File: config.mk
export PLATFORM = sky130hd
export DESIGN_NAME = switchbox_cfg_loader_flat
export DESIGN_NICKNAME = d
export VERILOG_FILES = /design/src/rtl/switchbox_pkg.sv /design/src/rtl/switchbox_cfg_loader_if.sv /design/src/rtl/switchbox_cfg_check.sv /design/src/rtl/switchbox_cfg_loader.sv /design/src/flat_wrapper.sv
export SDC_FILE = /design/constraint.sdc
export NUM_CORES = 1
export LEC_CHECK = 0
export BUFFER_PORTS_ARGS = -buffer_cell sky130_fd_sc_hd__buf_2
export CORE_ASPECT_RATIO = 1.2
export CORE_UTILIZATION = 57
export CTS_CLUSTER_DIAMETER = 80
export DETAILED_ROUTE_END_ITERATION = 16
export HOLD_SLACK_MARGIN = 0.1
export PLACE_DENSITY = 0.77
export SETUP_SLACK_MARGIN = 0.5
export SKIP_CTS_REPAIR_TIMING = 1
export SYNTH_ARGS = -nofsm -noshare
export SYNTH_HDL_FRONTEND = slang
export SYNTH_HIERARCHICAL = 1
export SYNTH_SLANG_ARGS = --single-unit
export TNS_END_PERCENT = 20
File: constraint.sdc
create_clock -name clk -period 3 [get_ports clk]
set_input_delay 0.45 -clock clk [delete_from_list [all_inputs] [get_ports clk]]
set_output_delay 0.45 -clock clk [all_outputs]
set_load 0.005 [all_outputs]
File: src/rtl/switchbox_pkg.sv
// Shared types and constants for the switch-box configuration loader.
// Side codes, the packed config word layout and the loader FSM state type.
package switchbox_pkg;

    localparam int CFG_W = 6;

    localparam logic [2:0] SIDE_NONE   = 3'd0;
    localparam logic [2:0] SIDE_TOP    = 3'd1;
    localparam logic [2:0] SIDE_RIGHT  = 3'd2;
    localparam logic [2:0] SIDE_BOTTOM = 3'd3;
    localparam logic [2:0] SIDE_LEFT   = 3'd4;

    typedef struct packed {
        logic [2:0] idx;
        logic [2:0] side;
    } cfg_word_t;

    typedef enum logic [1:0] {
        IDLE,
        LOAD,
        CHK,
        COMMIT
    } state_e;

endpackage

File: src/rtl/switchbox_cfg_loader_if.sv
// Host-side stream into the loader: start pulse plus a valid/ready word channel.
interface switchbox_cfg_loader_if;
    import switchbox_pkg::*;

    logic      cfg_start;
    cfg_word_t in_data;
    logic      in_valid;
    logic      in_ready;

    modport master (output cfg_start, output in_data, output in_valid, input in_ready);
    modport slave  (input cfg_start, input in_data, input in_valid, output in_ready);

endinterface

File: src/rtl/switchbox_cfg_check.sv
// Combinational legality check of one config word against the pin it will drive.
// A word is legal when its side code exists, its index names a real pin on that
// side (NONE accepts any index), and it does not select its own pin.
module switchbox_cfg_check
    import switchbox_pkg::*;
#(
    parameter int NT = 5,
    parameter int NS = 4
) (
    input  cfg_word_t  word,
    input  logic [2:0] tgt_side,
    input  logic [2:0] tgt_pin,
    output logic       ok
);

    localparam logic [2:0] NT_L = 3'(NT);
    localparam logic [2:0] NS_L = 3'(NS);

    // Range check by side, then reject a word that loops back onto its own pin
    always_comb begin
        ok = 1'b1;
        case (word.side)
            SIDE_NONE:               ok = 1'b1;
            SIDE_TOP, SIDE_BOTTOM:   ok = (word.idx < NT_L);
            SIDE_RIGHT, SIDE_LEFT:   ok = (word.idx < NS_L);
            default:                 ok = 1'b0;
        endcase
        if ((word.side == tgt_side) && (word.idx == tgt_pin)) begin
            ok = 1'b0;
        end
    end

endmodule

File: src/rtl/switchbox_cfg_loader.sv
// Switch-box configuration loader.
// Streams N = 2*NT+2*NS words into a shadow copy, checks each word, and copies
// the whole shadow to the active select outputs in one cycle when every word
// was legal. Word order: top[0..NT-1], bottom[..], left[0..NS-1], right[..].
// Optional macro SWITCHBOX_CFG_CHK_EN adds a trailing XOR checksum word.
module switchbox_cfg_loader
    import switchbox_pkg::*;
#(
    parameter int NT = 5,
    parameter int NS = 4
) (
    input  logic                   clk,
    input  logic                   rst_n,
    switchbox_cfg_loader_if.slave  host,
    output logic [NT*CFG_W-1:0]    cfg_top,
    output logic [NT*CFG_W-1:0]    cfg_bottom,
    output logic [NS*CFG_W-1:0]    cfg_left,
    output logic [NS*CFG_W-1:0]    cfg_right,
    output logic                   busy,
    output logic                   done,
    output logic                   err
);

    localparam int W  = CFG_W;
    localparam int N  = 2 * NT + 2 * NS;
    localparam int CW = $clog2(N);
    localparam logic [CW-1:0] LAST    = CW'(N - 1);
    localparam logic [CW-1:0] B_BOT   = CW'(NT);
    localparam logic [CW-1:0] B_LEFT  = CW'(2 * NT);
    localparam logic [CW-1:0] B_RIGHT = CW'(2 * NT + NS);

    state_e         state_reg;
    logic [CW-1:0]  cnt_reg;
    cfg_word_t      shadow_reg [N];
    cfg_word_t      act_reg [N];
    cfg_word_t      xor_reg;
    logic           err_acc_reg;
    logic           err_reg;
    logic           done_reg;
    logic           ready_reg;
    logic           busy_reg;

    logic [2:0]     tgt_side;
    logic [2:0]     tgt_pin;
    logic           word_ok;
    logic           hs;
    logic           restart;

    // Map the word counter onto the side and pin the current word will drive
    always_comb begin
        tgt_side = SIDE_TOP;
        tgt_pin  = 3'(cnt_reg);
        if (cnt_reg >= B_RIGHT) begin
            tgt_side = SIDE_RIGHT;
            tgt_pin  = 3'(cnt_reg - B_RIGHT);
        end else if (cnt_reg >= B_LEFT) begin
            tgt_side = SIDE_LEFT;
            tgt_pin  = 3'(cnt_reg - B_LEFT);
        end else if (cnt_reg >= B_BOT) begin
            tgt_side = SIDE_BOTTOM;
            tgt_pin  = 3'(cnt_reg - B_BOT);
        end
    end

    switchbox_cfg_check #(
        .NT (NT),
        .NS (NS)
    ) u_check (
        .word     (host.in_data),
        .tgt_side (tgt_side),
        .tgt_pin  (tgt_pin),
        .ok       (word_ok)
    );

    assign hs      = host.in_valid & ready_reg;
    // A start pulse during COMMIT is dropped so the commit always completes
    assign restart = host.cfg_start && (state_reg != COMMIT);

    // Loader FSM with counter, shadow/active storage, checksum and status flags
    always_ff @(posedge clk or negedge rst_n) begin
        if (!rst_n) begin
            state_reg   <= IDLE;
            cnt_reg     <= '0;
            xor_reg     <= '0;
            err_acc_reg <= 1'b0;
            err_reg     <= 1'b0;
            done_reg    <= 1'b0;
            ready_reg   <= 1'b0;
            busy_reg    <= 1'b0;
            for (int i = 0; i < N; i++) begin
                shadow_reg[i] <= '0;
                act_reg[i]    <= '0;
            end
        end else begin
            done_reg <= 1'b0;
            if (restart) begin
                // Start wins over a coincident handshake; that word is dropped
                state_reg   <= LOAD;
                cnt_reg     <= '0;
                xor_reg     <= '0;
                err_acc_reg <= 1'b0;
                err_reg     <= 1'b0;
                ready_reg   <= 1'b1;
                busy_reg    <= 1'b1;
            end else begin
                unique case (state_reg)
                    IDLE: begin
                        ready_reg <= 1'b0;
                    end
                    LOAD: begin
                        if (hs) begin
                            shadow_reg[cnt_reg] <= host.in_data;
                            xor_reg             <= xor_reg ^ host.in_data;
                            if (!word_ok) begin
                                err_acc_reg <= 1'b1;
                            end
                            if (cnt_reg == LAST) begin
`ifdef SWITCHBOX_CFG_CHK_EN
                                state_reg <= CHK;
`else
                                state_reg <= COMMIT;
                                ready_reg <= 1'b0;
`endif
                            end else begin
                                cnt_reg <= cnt_reg + CW'(1);
                            end
                        end
                    end
`ifdef SWITCHBOX_CFG_CHK_EN
                    CHK: begin
                        if (hs) begin
                            if (host.in_data != xor_reg) begin
                                err_acc_reg <= 1'b1;
                            end
                            state_reg <= COMMIT;
                            ready_reg <= 1'b0;
                        end
                    end
`endif
                    COMMIT: begin
                        state_reg <= IDLE;
                        busy_reg  <= 1'b0;
                        ready_reg <= 1'b0;
                        if (!err_acc_reg) begin
                            for (int i = 0; i < N; i++) begin
                                act_reg[i] <= shadow_reg[i];
                            end
                            done_reg <= 1'b1;
                        end else begin
                            err_reg <= 1'b1;
                        end
                    end
                    default: begin
                        state_reg <= IDLE;
                        busy_reg  <= 1'b0;
                        ready_reg <= 1'b0;
                    end
                endcase
            end
        end
    end

    // Fan the active words out to the per-side select buses
    for (genvar gi = 0; gi < NT; gi++) begin : g_tb_pins
        assign cfg_top[gi*W +: W]    = act_reg[gi];
        assign cfg_bottom[gi*W +: W] = act_reg[NT + gi];
    end
    for (genvar gi = 0; gi < NS; gi++) begin : g_lr_pins
        assign cfg_left[gi*W +: W]   = act_reg[2*NT + gi];
        assign cfg_right[gi*W +: W]  = act_reg[2*NT + NS + gi];
    end

    assign host.in_ready = ready_reg;
    assign busy          = busy_reg;
    assign done          = done_reg;
    assign err           = err_reg;

endmodule
File: src/flat_wrapper.sv
// flat-port wrapper written by rule: the top's interface ports become plain ports
module switchbox_cfg_loader_flat import switchbox_pkg::*;
#(
    parameter int NT = 5,
    parameter int NS = 4
)
  (clk, rst_n, cfg_top, cfg_bottom, cfg_left, cfg_right, busy, done, err, host_cfg_start, host_in_data, host_in_valid, host_in_ready);
  switchbox_cfg_loader_if host_i ();
  input  logic clk;
  input  logic rst_n;
  output logic [NT*CFG_W-1:0] cfg_top;
  output logic [NT*CFG_W-1:0] cfg_bottom;
  output logic [NS*CFG_W-1:0] cfg_left;
  output logic [NS*CFG_W-1:0] cfg_right;
  output logic busy;
  output logic done;
  output logic err;
  input wire logic [$bits(host_i.cfg_start)-1:0] host_cfg_start;
  input wire logic [$bits(host_i.in_data)-1:0] host_in_data;
  input wire logic [$bits(host_i.in_valid)-1:0] host_in_valid;
  output wire logic [$bits(host_i.in_ready)-1:0] host_in_ready;
  assign host_i.cfg_start = host_cfg_start;
  assign host_i.in_data = host_in_data;
  assign host_i.in_valid = host_in_valid;
  assign host_in_ready = host_i.in_ready;
  switchbox_cfg_loader #(.NT(NT), .NS(NS)) u_core (.clk(clk), .rst_n(rst_n), .host(host_i), .cfg_top(cfg_top), .cfg_bottom(cfg_bottom), .cfg_left(cfg_left), .cfg_right(cfg_right), .busy(busy), .done(done), .err(err));
endmodule
After elaboration in Yosys (flattened, before gate mapping) --
Cells that the tools add are included.
Word-level totals: word-level logic and storage cells 164, register bits after elaboration 228, output and inout bits 112, input bits 10
Operators by class: muxes and demuxes 35, reductions and logical operators 19, $lt $le $gt $ge 7, eq/ne operators 16, bitwise logic cells 4, add/subtract/negate cells 4
Operator list (count):
- 108-bit bitwise mux | 1
- 6-bit demux with 5-bit select | 1
- 5-bit 2-to-1 mux | 4
- 1-bit 2-to-1 mux | 17
- 3-bit 2-to-1 mux | 5
- 3-bit AND reduction | 5
- 5-bit by 4-bit greater-or-equal comparator with 1-bit output, second input constant | 2
- 2-bit 2-to-1 mux | 4
- 2-bit nonzero test | 4
- 3-bit by 2-bit == test with 1-bit output, second input constant | 2
- 3-bit == test | 2
- 6-bit greater-or-equal comparator, second input constant | 1
- 3-bit < comparator, second input constant | 2
- 6-bit by 1-bit < comparator with 1-bit output, second input constant | 1
- 6-bit 2-to-1 mux | 1
- 2-bit by 1-bit inequality test with 1-bit output, second input constant | 3
- 3-bit by 1-bit inequality test with 1-bit output, second input constant | 2
- 5-bit NOT with 6-bit output | 1
- 2-bit OR reduction | 3
- 3-bit subtractor, second input constant | 2
- 5-bit by 1-bit adder with 5-bit output, second input constant | 1
- 5-bit == test, second input constant | 1
- 5-bit by 3-bit greater-or-equal comparator with 1-bit output, second input constant | 1
- 2-bit inequality test, second input constant | 2
- other kinds (13) | 17

Logic depth before layout (Yosys ltp) --
depth in word-level cells 11, depth in mapped cells 12, depth with buffers taken out 12

Modules after synthesis --
The synthesis kept the hierarchy.
By module, submodules not included:
- switchbox_cfg_loader | area an instance 8997.4 um2, instances 1, cells an instance 806, seq. area each 5705.5 um2
- switchbox_cfg_check | area an instance 96.3 um2, instances 1, cells an instance 12, seq. area each 0.0 um2

Least setup slack after synthesis --
Ideal clock, no wire load.
path kind flip-flop to flip-flop, start reg u_core.cnt_reg[1], end reg u_core.err_acc_reg, path slack 0.346 ns, arrival 2.572 ns, setup time 0.083 ns, stages on the path, launching flop included 13, period minus slack after synthesis 2.654 ns, cells stage by stage dfrtp_1 -> inv_1 -> ha_1 -> a2111oi_2 -> a21boi_0 -> a211oi_1 -> a221oi_1 -> xor2_1 -> nor4_2 -> a31oi_1 -> o31ai_1 -> nand2_1 -> o21ai_0
Between the ends: cells in the longest elaborated chain, start to end 9, elaborated cells between the ends (all ways) 18
RTL lines:
- start, declared | RTL line switchbox_cfg_loader.sv:33 | logic [CW-1:0] cnt_reg;
- start signal, assigned | RTL line switchbox_cfg_loader.sv:125 | cnt_reg <= cnt_reg + CW'(1);
- 5-bit by 3-bit greater-or-equal comparator with 1-bit output / 3-bit subtractor (equally long branches) | RTL line switchbox_cfg_loader.sv:59, switchbox_cfg_loader.sv:61
- 3-bit 2-to-1 mux | RTL line switchbox_cfg_loader.sv:59 | end else if (cnt_reg >= B_BOT) begin
- 3-bit 2-to-1 mux | RTL line switchbox_cfg_loader.sv:56 | end else if (cnt_reg >= B_LEFT) begin
- 3-bit 2-to-1 mux * | RTL line switchbox_cfg_loader.sv:53 | if (cnt_reg >= B_RIGHT) begin
- named net u_core.tgt_pin[1] | RTL line switchbox_cfg_loader.sv:44 | logic [2:0] tgt_pin;
- 3-bit == test * | RTL line switchbox_cfg_check.sv:28 | if ((word.side == tgt_side) && (word.idx == tgt_pin)) begin
- 1-bit logical AND * | RTL line switchbox_cfg_check.sv:28
- 1-bit 2-to-1 mux * | RTL line switchbox_cfg_check.sv:28
- named net u_core.word_ok | RTL line switchbox_cfg_loader.sv:45 | logic word_ok;
- 2-bit inequality test (no source line) *
- 3-bit AND reduction (no source line) *
- end signal, assigned | RTL line switchbox_cfg_loader.sv:85 | err_acc_reg <= 1'b0;
- end signal, assigned | RTL line switchbox_cfg_loader.sv:101 | err_acc_reg <= 1'b0;
- end signal, assigned | RTL line switchbox_cfg_loader.sv:115 | err_acc_reg <= 1'b1;
- end, declared | RTL line switchbox_cfg_loader.sv:37 | logic err_acc_reg;
Mark *: on every way through the listed nets, which the timed path passes. The rest lies on a longest branch. A chain may end at the register's enable or synchronous reset.

Worst setup path after layout --
Ends and elaborated chain as after synthesis.

==> run_results.csv <==
group,metric,value,unit
cells_and_area,largest_reg_flops,108,
sta,worst_slack,0.4357,ns
global_route,grt_usage,24.55,%
sta,setup_tns,0,ns
place,place_area,9957,µm²
cells_and_area,antenna_cells,0,
cells_and_area,fin_area,10810,µm²
worst_setup_path,crit_type,"reg -> reg",
synth,syn_inst,818,
drt,drc,0,
sta,setup_viol,0,
synth,syn_area_per_cell,11.12,µm²
synth,netlist_area,9094,µm²
worst_setup_path,worst_ep_required_time,3.42,ns
place,place_ws,0.2317,ns
die,die-area,16470,µm²
hold_path,hold_path_depth,2,
place,dp_hpwl,12160,µm
clocking,clkTransAtPathRegs,0.06,ns
synth,synth_area_leaders,"dfrtp_1, nand2_1, mux2_2, ha_1, clkbuf_1",
place,io_buffer_count,121,
worst_setup_path,critPathLaunchType,"flop",
clocking,clock_tree.buffer_depth,3,
die,start_util,58.38,%
cells_and_area,final_cell_mix,"nand2_1, dfrtp_1, buf_2",
synth,synth_edf_count,0,
drt,vias,6224,
sta,fmax,390.0,MHz
cells_and_area,regArea,5709,µm²
die,coreArea,15580,µm²
place,gp_congestion,0.8803,
global_route,grt_pass1_vias,6202,
sta,finalHoldViolCount,0,
sta,rsz0062_at_grt,"true",
cells_and_area,multi_input_area,3292,µm²
cells_and_area,area_delta_synth_final,18.82,%
power,leakagePower,6.097,nW
drt,wl,19800,µm
drt,vias_per_cell,5.329,
sta,skew,0.009612,ns
drt,wl_per_cell,16.95,µm
worst_setup_path,reg2reg_from,"u_core/cnt_reg[1]",
die,die_h,140.4,µm
synth,yosysSeqAreaShare,62.74,%
clocking,cts_max_level,1,
global_route,grt_max_degree,109,
synth,yosys.cell_types.count,41,
sta,tightest_slew,0.6707,ns
sta,period_share,85.48,%
global_route,antenna_found_initial,0,
global_route,grt_pass1_wl,32390,µm
worst_setup_path,r2r-end,"u_core/err_acc_reg",
drt,drt_iter0_markers,397,
synth,ys_ff_latch,228,
worst_setup_path,cp-end-kind,"flop",
clocking,cts_tree,"built",
cells_and_area,fin_nets,964,
synth,synth_area_leader_cell,"dfrtp_1",
die,io_pins,122,
cells_and_area,final_common_cell,"nand2_1",
synth,synth-async-reset-ratio,100.0,%
sta,final.min_clock_period,2.564,ns
synth,synthFlopType,"dfrtp_1",
hold_path,hold_class,"in -> reg",
synth,synth_nets,837,
worst_setup_path,crit_arrival,2.98,ns
run_status,run_status,"complete, no violations",
worst_setup_path,rrSetupSlack,0.44,ns
worst_setup_path,crit_fanout,6,
hold_path,worstHoldStart,"host_cfg_start",
synth,yosysTopAreaCellShare,62.74,%
die,rows,50,
cells_and_area,drive_above_1_share,31.15,%
clocking,clock_sinks,228,
clocking,cts_buffers,22,
die,die_width,117.3,µm
sta,fin_worst_hold_slack,0.3405,ns
power,ir_drop,413.3,µV
power,power.density,578.7,nW/µm²
worst_setup_path,r2r_cells,12,
hold_path,min_to,"u_core/err",
synth,ys_warn_count,6,
flow_run,drv_cap,0,
sta,max-slew-margin-rel,54.91,%
cells_and_area,n_fill_cell,1152,
clocking,cts-root-buf,"clkbuf_16",
clocking,clkLatencyLatePin,0.49,ns
drt,drtAntennaViolNets,0,
drt,dr.pass1.iters,4,
global_route,grt_overflow_total,0,
sta,slew_violations,0,
[per-stage QoR]
stage	cells	power (mW)	utilization, %
finish	1168	6.253	69.37
global route	1168	6.471	69.37
CTS	1160	6.296	68.55
detailed placement	1121	3.577	63.92
global placement	1121	3.563	63.92
floorplan	818	3.432	-
[Yosys cell counts (all sizes together) (5+ instances only)]
cell type and n:
mux2 109, clkbuf 19, nor3 6, ha 9, o31ai 5, buf 14
o21ai 9, nand2 353, dfrtp 228, inv 10, and2 5
[layout make-up]
class                           count  area share [%]
Sequential cell                   228           52.84
Timing Repair Buffer              136           7.226
Multi-Input combinational cell    547           30.47
Tap cell                          208           2.409
Clock inverter                      7          0.5790
Clock buffer                       32           6.102
Inverter                           10          0.3821
[worst max path at each step]
stage	startpoint	endpoint
final	u_core/cnt_reg[1]	u_core/err_acc_reg
after global routing	u_core/cnt_reg[1]	u_core/err_acc_reg
after CTS	u_core/cnt_reg[1]	u_core/err_acc_reg
after detailed placement	u_core/cnt_reg[1]	u_core/err_acc_reg
after global placement	u_core/cnt_reg[1]	u_core/err_acc_reg
after floorplan	u_core/cnt_reg[1]	u_core/err_acc_reg
[worst max-delay path: stages, from the launching register on]
cell,delay (ns)
dfrtp_2,0.47
inv_4,0.07
ha_4,0.16
a2111oi_4,0.37
a21boi_4,0.28
a211oi_4,0.06
a221oi_2,0.29
xor2_1,0.12
nor4_2,0.18
a31oi_1,0.11
o31ai_1,0.24
nand2_1,0.08
o21ai_1,0.08
[logic make-up after synthesis]
| kind of cell | synth area share [%] |
|---|---|
| simple gates | 17.06 |
| flops | 62.74 |
| mux | 13.50 |
| buf+inv | 2.022 |
| compound gates | 2.766 |
| fa+ha+maj | 1.238 |
| xor+xnor | 0.6742 |
[power by group]
| group | switching, mW | internal [mW] |
|---|---|---|
| clock network | 1.11 | 1.61 |
| logic | 0.173 | 0.125 |
| registers | 0.0568 | 3.18 |
| total | 1.34 | 4.91 |
[metal layers]
| metal | vias to the layer above | GRT usage, % | wire (µm) |
|---|---|---|---|
| li1 | 2922 | - | - |
| met3 | 34 | 3.135 | 907 |
| met5 | - | 0 | 0 |
| met2 | 186 | 40.17 | 9589 |
| met4 | 0 | 7.314 | 432 |
| met1 | 3082 | 34.55 | 8872 |
(Power assumes the default switching activity.)
